==> src/rtl/heap_pkg.sv <==
// Shared types and helpers for the BRAM-backed max-heap engines.
// Storage is 1-based: root at index 1 and index 0 is never used.
package heap_pkg;

    localparam int unsigned DATA_WIDTH = 32;
    localparam int unsigned ADDR_WIDTH = 10;
    localparam int unsigned ROOT_INDEX = 1;

    typedef logic [DATA_WIDTH-1:0] data_t;
    typedef logic [ADDR_WIDTH-1:0] addr_t;

    typedef enum logic [1:0] {
        IDLE    = 2'd0,
        READ    = 2'd1,
        COMPARE = 2'd2,
        FINAL   = 2'd3
    } sift_up_state_e;

    function automatic addr_t parent_idx(input addr_t idx);
        return idx >> 1;
    endfunction

endpackage

==> src/rtl/heap_sift_up.sv <==
// Sift-up engine for the max-heap using the hole method.
// One parent read and at most one shift-down write per level.
module heap_sift_up
    import heap_pkg::*;
#(
    parameter int unsigned DATA_WIDTH = heap_pkg::DATA_WIDTH,
    parameter int unsigned ADDR_WIDTH = heap_pkg::ADDR_WIDTH
) (
    input  logic                  i_clk,
    input  logic                  i_rst_n,
    input  logic                  i_start,
    input  logic [ADDR_WIDTH-1:0] i_index,
    input  logic [DATA_WIDTH-1:0] i_data,
    output logic                  o_ready,
    output logic                  o_done,
    output logic [ADDR_WIDTH-1:0] o_final_index,
    output logic                  o_mem_rd_en,
    output logic [ADDR_WIDTH-1:0] o_mem_rd_addr,
    input  logic [DATA_WIDTH-1:0] i_mem_rd_data,
    output logic                  o_mem_wr_en,
    output logic [ADDR_WIDTH-1:0] o_mem_wr_addr,
    output logic [DATA_WIDTH-1:0] o_mem_wr_data
);

    localparam logic [ADDR_WIDTH-1:0] ROOT = ADDR_WIDTH'(ROOT_INDEX);

    sift_up_state_e        state_q, state_d;
    logic [ADDR_WIDTH-1:0] h_q, h_d;
    logic [DATA_WIDTH-1:0] v_q, v_d;
    logic [ADDR_WIDTH-1:0] final_q, final_d;

    always_ff @(posedge i_clk or negedge i_rst_n) begin
        if (!i_rst_n) begin
            state_q <= IDLE;
            h_q     <= '0;
            v_q     <= '0;
            final_q <= '0;
        end else begin
            state_q <= state_d;
            h_q     <= h_d;
            v_q     <= v_d;
            final_q <= final_d;
        end
    end

    always_comb begin
        state_d       = state_q;
        h_d           = h_q;
        v_d           = v_q;
        final_d       = final_q;
        o_ready       = 1'b0;
        o_done        = 1'b0;
        o_mem_rd_en   = 1'b0;
        o_mem_rd_addr = '0;
        o_mem_wr_en   = 1'b0;
        o_mem_wr_addr = '0;
        o_mem_wr_data = '0;

        case (state_q)
            IDLE: begin
                o_ready = 1'b1;
                if (i_start && (i_index != '0)) begin
                    v_d     = i_data;
                    h_d     = i_index;
                    state_d = READ;
                end
            end
            READ: begin
                if (h_q == ROOT) begin
                    state_d = FINAL;
                end else begin
                    o_mem_rd_en   = 1'b1;
                    o_mem_rd_addr = h_q >> 1;
                    state_d       = COMPARE;
                end
            end
            COMPARE: begin
                // Ties stop the walk so equal keys keep their original order.
                if (i_mem_rd_data < v_q) begin
                    o_mem_wr_en   = 1'b1;
                    o_mem_wr_addr = h_q;
                    o_mem_wr_data = i_mem_rd_data;
                    h_d           = h_q >> 1;
                    if (h_d == ROOT) begin
                        state_d = FINAL;
                    end else begin
                        // Next parent read overlaps this write; addresses never collide.
                        o_mem_rd_en   = 1'b1;
                        o_mem_rd_addr = h_d >> 1;
                    end
                end else begin
                    state_d = FINAL;
                end
            end
            FINAL: begin
                o_mem_wr_en   = 1'b1;
                o_mem_wr_addr = h_q;
                o_mem_wr_data = v_q;
                o_done        = 1'b1;
                final_d       = h_q;
                state_d       = IDLE;
            end
            default: state_d = IDLE;
        endcase
    end

    assign o_final_index = (state_q == FINAL) ? h_q : final_q;

endmodule

==> config.mk <==
export PLATFORM = sky130hd
export DESIGN_NAME = heap_sift_up
export DESIGN_NICKNAME = d
export VERILOG_FILES = /design/src/rtl/heap_pkg.sv /design/src/rtl/heap_sift_up.sv
export SDC_FILE = /design/constraint.sdc
export NUM_CORES = 1
export LEC_CHECK = 0
export CAP_MARGIN = 10
export CORE_ASPECT_RATIO = 1.5
export CORE_MARGIN = 4
export CORE_UTILIZATION = 46
export DETAILED_ROUTE_END_ITERATION = 10
export GPL_ROUTABILITY_DRIVEN = 0
export PLACE_DENSITY_LB_ADDON = 0.25
export SKIP_CTS_REPAIR_TIMING = 1
export SYNTH_ARGS = -nofsm -noshare
export SYNTH_HDL_FRONTEND = slang
export SYNTH_SLANG_ARGS = --single-unit
export TNS_END_PERCENT = 5
==> constraint.sdc <==
create_clock -name i_clk -period 3.3 [get_ports i_clk]
set_clock_uncertainty 0.15 [all_clocks]
set_input_delay 0.33 -clock i_clk [delete_from_list [all_inputs] [get_ports i_clk]]
set_output_delay 0.33 -clock i_clk [all_outputs]
set_load 0.005 [all_outputs]
Yosys cells after proc, flatten, opt, wreduce, memory -nomap -nowiden
Cells that the tools add are included.
{ "totals": {"ff_bits": 54, "out_inout_bits": 66} }
{ "op_classes": {"order_cmp": 1, "n_eq_ne": 8, "mux": 25, "reduce_logical": 7} }
{ "ops": {"columns": ["operator", "n"], "rows": [
  ["case mux 32 bit (2 select lines)", 1],
  ["two-way mux 10 bit", 4],
  ["case mux 10 bit (2 select lines)", 2],
  ["< comparator 32 bit", 1],
  ["two-way mux 32 bit", 1],
  ["case mux 9 bit (2 select lines)", 1],
  ["two-way mux 8 bit", 2],
  ["equality test 10 x 1 -> 1 bit, second input constant", 1],
  ["nonzero test 10 bit", 1],
  ["equality test 9 x 1 -> 1 bit, second input constant", 1],
  ["two-way mux 9 bit", 1],
  ["case mux 2 bit (4 select lines)", 1],
  ["two-way mux 1 bit", 7],
  ["two-way mux 2 bit", 3],
  ["equality test 2 bit, second input constant", 2],
  ["!= test 2 bit, second input constant", 2],
  ["case mux 1 bit (2 select lines)", 2],
  ["AND reduction 2 bit", 2],
  ["!= test 3 bit, second input constant", 1],
  ["AND reduction 3 bit", 1],
  ["equality test 2 x 1 -> 1 bit, second input constant", 1],
  ["zero test 2 bit", 1],
  ["nonzero test 2 bit", 1],
  ["logical AND 1 bit", 1]
]} }

Depth between registers and ports, before layout
{ "logic_depth": {"depth_word": 4, "mapped_depth": 11, "depth_no_buf": 8} }

Worst setup path after synthesis
No wires, ideal clock.
{ "synth_timing": {"path_type": "reg-to-output", "start": "reg v_q[7]", "end": "out o_mem_wr_data[0]", "t_arrival_ns": 2.282, "required_time_ns": 2.820, "setup_slack_ns": 0.538, "path_stages_with_launch": 10, "path_cell_list": "dfrtp_1 inv_1 ha_1 nand4_1 o311a_1 o41ai_4 a21oi_2 buf_2 buf_2 a22o_1"} }
{ "synth_via": {"elab_chain_len": 3} }
{ "synth_lines": {"columns": ["element", "line_no", "source"], "rows": [
  ["start: declaration", "heap_sift_up.sv:29", "logic [DATA_WIDTH-1:0] v_q, v_d;"],
  ["start signal: assignment", "heap_sift_up.sv:41", "v_q <= v_d;"],
  ["< comparator 32 bit", "heap_sift_up.sv:79", "if (i_mem_rd_data < v_q) begin"],
  ["two-way mux 32 bit", "heap_sift_up.sv:79", null],
  ["case mux 32 bit (2 select lines)", "heap_sift_up.sv:59", "case (state_q)"],
  ["end: declaration", "heap_sift_up.sv:22", "output logic [DATA_WIDTH-1:0] o_mem_wr_data"]
]} }
Every way passes these cells.

Final worst setup path
{ "layout_timing": {"start": "reg v_q[30]", "end": "out o_mem_rd_addr[7]"} }
{ "layout_via": {"elab_chain_len": 3} }
{ "layout_lines": {"columns": ["element", "line_no", "source"], "rows": [
  ["< comparator 32 bit", "heap_sift_up.sv:79", null],
  ["two-way mux 8 bit", "heap_sift_up.sv:79", null],
  ["case mux 9 bit (2 select lines)", "heap_sift_up.sv:59", null],
  ["end: declaration", "heap_sift_up.sv:18", "output logic [ADDR_WIDTH-1:0] o_mem_rd_addr,"]
]} }
Every way passes these cells.

==> results.md <==
Floorplan:
- The horizontal extent of the die is 84.2 um.
- The count of boundary I/O pins is 143.
- The floorplan has 41 rows.
- The die height is 122 um.
- The core area is 8460 sq um.
- The initial utilization of the core area, before any placement, comes to 47.3%.
- The die covers 10300 sq um.

STA:
- The worst pin sits at a relative slew slack of 52.2%.
- The smallest setup slack after layout is -54.5 ps.
- Timing would allow up to 298 MHz.
- Of the available clock period, the critical path in the final layout requires 102%.
- Setup violations remaining at the end of the flow were counted as 2.
- The count of final hold-check violations is 0.
- At the pin with the least slew margin, the transition time is 717 ps.
- The final period demand of the worst path is 3350 ps.
- The max-slew violation total from the final report is 0.
- Setup repair after global routing could not meet its margin everywhere.

Logic synthesis:
- The number of warnings reported in the yosys synthesis log is 0.
- After synthesis, the share of flip-flops with an asynchronous set or reset is 100%.
- Yosys attributes the largest share of cell area to sky130_fd_sc_hd__dfrtp_1, sky130_fd_sc_hd__mux2_2, sky130_fd_sc_hd__ha_1.
- The area fraction of the dominant cell type after synthesis is 33.7%.
- The number of flops mapped to enable cells by yosys is 0.
- Summed over all instances, the cell type with the most area after synthesis is sky130_fd_sc_hd__dfrtp_1.
- The fraction of the yosys area taken by sequential cells is 33.7%.
- The count of different cell masters after synthesis is 42.
- The register bit total from synthesis is 54.
- The most used flip-flop cell after synthesis is sky130_fd_sc_hd__dfrtp_1.
- The synthesized netlist occupies a cell area of 4010 sq um.
- The synthesized area per cell is 9.89 sq um.
- The number of nets handed over by synthesis was 517.
- Synthesis produced 405 cells.

Detailed routing:
- Once detail routing completed, the nets flagged for antenna violations numbered 0.
- Summing over every cut layer, the via total after detailed routing is 3887.
- The first-iteration detailed-routing DRC count is 173.
- The average wire length per cell after detail routing is 18.9 um.
- The total length of routed wires is 12500 um.
- The via count normalized by instance count is 5.88.
- For this run, design rule violations remaining after detail routing come to 0.
- The number of optimization iterations in the first detailed-route pass is 4.

Power:
- The worst-case vdd ir drop is 0.538 mV.
- For this design the ratio of total power to cell area is 903 nW/um^2.
- The static power due to leakage is 3.35 nW.
- The design draws 0.00551 W.

Critical path:
- The required arrival time at the worst endpoint is 2820 ps.
- The capturing element type of the critical path is a primary output.
- The largest driver fanout on the critical path is 6.
- The worst setup path is of the reg2out kind.
- In this design, the largest share of critical-path delay is due to compound AO/OA/AOI/OAI gates.
- The data arrival time of the critical path is 2870 ps.
- The largest single stage delay on the critical path is 490 ps.
- The worst setup path is launched from a flop.
- The number of buffers and inverters on the critical path is 3.
- The signal on the critical path passes through inv_2 > ha_4 > a21oi_2 > nand2_1 > a221o_1 > a211o_1 > buf_6 > a211oi_2 > o21a_1 > clkdlybuf4s50_1.
- The slowest cell on the critical path is sky130_fd_sc_hd__clkdlybuf4s50_1.

Finish:
- In the final design database the tool counted 665 nets.
- The repair_antennas step left the layout with diodes totalling 0.
- For this run, the share of the core covered by cells in the final layout is 72.1%.
- Summing all multi-input logic gate instances after layout gives 2490 sq um.
- From synthesis to final layout, the design area changed by 52.4%.
- The post-route standard cell area excluding fillers is 6100 sq um.
- The count of fill cells added during filler insertion is 632.
- The flip-flop and latch area is 1350 sq um.
- The proportion of layout cells with a drive suffix above 1 is 18.6%.

Placement:
- Input and output buffers added on the ports amount to 141.
- In this run the cell area measured after placement is 5650 sq um.
- Once detailed placement completed, the half-perimeter wirelength came to 9030 um.
- The pre-CTS setup slack is -268 ps.

CTS:
- Clock latency on the worst-skew pair, taken at its later pin, is 290 ps.
- The depth of the CTS H-tree is 2.
- TritonCTS created 5 clock buffers.
- The clock root buffer master is sky130_fd_sc_hd__clkbuf_16.
- The clock tree from TritonCTS is built.
- The maximum clock insertion buffer count is 2.
- Clock tree synthesis found a total of 54 sinks.
- The clock-pin slew reported for the worst setup and hold paths after clock tree synthesis is 70 ps.

Global route:
- The number of global-route vias before repair is 3949.
- The first global-routing pass estimated 19000 um of wire.
- The largest net degree at the start of global routing is 36.
- The initial antenna violation count is 0.
- Global routing consumed, over all layers together, 22.8% of the routing resources.
- The leftover overflow at the end of global routing is 0.

Worst hold path:
- The min-delay analysis places its worst path in the category reg2reg.

Run:
- The max capacitance violation total is 0.

Status:
- The checks that failed: negative setup slack.
- The flow ran to the end, but the final reports show violations.
-- final cells by class --
type | count | area share (%)
repair buffers | 171 | 29.9
clock buffers | 7 | 2.34
inverters | 40 | 2.46
flip-flops and latches | 54 | 22.1
clock inverters | 1 | 0.0820
well taps | 107 | 2.19
multi-input cells | 281 | 40.8
-- layer usage --
layer	wire, um	vias to the layer above	part of all wire, %	track usage [%]
met4	287	0	2.3	8.75
met3	726	23	5.8	4.77
met1	4580	1917	37	24.9
li1	-	1812	-	-
met2	6910	135	55	42.6
met5	0	-	0	0
-- worst paths after layout --
check / cells after the start / slack (ps) / start / to
worst max-delay path: 10 / -50 / v_q[30] / o_mem_rd_addr[7]
min in group asynchronous: 2 / 370 / i_rst_n / v_q[23]
worst min-delay path: 1 / 350 / final_q[2] / final_q[2]
worst max register to register: 10 / 550 / v_q[30] / state_q[0]
worst min register to register: 1 / 350 / final_q[2] / final_q[2]
max in group asynchronous: 3 / 1800 / i_rst_n / v_q[5]
-- where the power goes --
| part | total, W | leakage (nW) | switching, W | internal [W] |
|---|---|---|---|---|
| Sequential | 0.00135 | 0.642 | 0.000343 | 0.00101 |
| Clock | 0.000539 | 0.0739 | 0.000237 | 0.000302 |
| Combinational | 0.00362 | 2.64 | 0.00162 | 0.00200 |
| Total | 0.00551 | 3.35 | 0.00220 | 0.00331 |
-- synth_stat cells (4+ instances only) --
library cell               count
sky130_fd_sc_hd__mux2_2       42
sky130_fd_sc_hd__nor2_1        5
sky130_fd_sc_hd__ha_1         35
sky130_fd_sc_hd__a22o_1       33
sky130_fd_sc_hd__a32o_1        4
sky130_fd_sc_hd__o21ai_0       4
sky130_fd_sc_hd__nor3_1       11
sky130_fd_sc_hd__a211oi_1      5
sky130_fd_sc_hd__a2111o_1     11
sky130_fd_sc_hd__dfrtp_1      54
sky130_fd_sc_hd__inv_1        40
sky130_fd_sc_hd__nand3_1      24
sky130_fd_sc_hd__clkbuf_1     20
sky130_fd_sc_hd__and2_1       14
sky130_fd_sc_hd__a21oi_1      15
sky130_fd_sc_hd__mux2i_1       9
sky130_fd_sc_hd__nand4_1       6
sky130_fd_sc_hd__buf_2         6
sky130_fd_sc_hd__o21a_1       15
sky130_fd_sc_hd__nand2_1       9
sky130_fd_sc_hd__a221oi_1     10
-- stage by stage --
stage	hold slack, ps	setup TNS [ps]	instances
2_1_floorplan	-116	0	405
3_3_place_gp	156	-9910	649
3_5_place_dp	160	-11370	649
4_1_cts	-156	-11900	657
5_1_grt	364	-424	661
6_report	349	-80.9	661
-- cells in the final DEF, fill, tap and decap left out, drive strengths merged, types with 14 or more instances in the layout --
cell type | synthesis | layout
clkdlybuf4s50 | 0 | 83
dfrtp | 54 | 54
dlymetal6s2s | 0 | 53
mux2 | 42 | 42
inv | 40 | 40
ha | 35 | 35
a22o | 33 | 33
buf | 10 | 28
nand3 | 24 | 24
a21oi | 16 | 16
o21a | 15 | 15
and2 | 14 | 14
-- state kept, by name, indices dropped and copies added (netlist names) --
name	flops
h_q	10
final_q	10
state_q	2
v_q	32
-- logic make-up after synthesis --
| family | after synthesis | share of synthesized area (%) |
|---|---|---|
| compound gates | 109 | 22.5 |
| mux | 51 | 14.1 |
| other cells | 1 | 0.0936 |
| simple gates | 85 | 11.8 |
| fa+ha+maj | 35 | 10.9 |
| flops | 54 | 33.7 |
| buf+inv | 70 | 6.84 |
No activity file was read; power rests on OpenSTA's default activity.
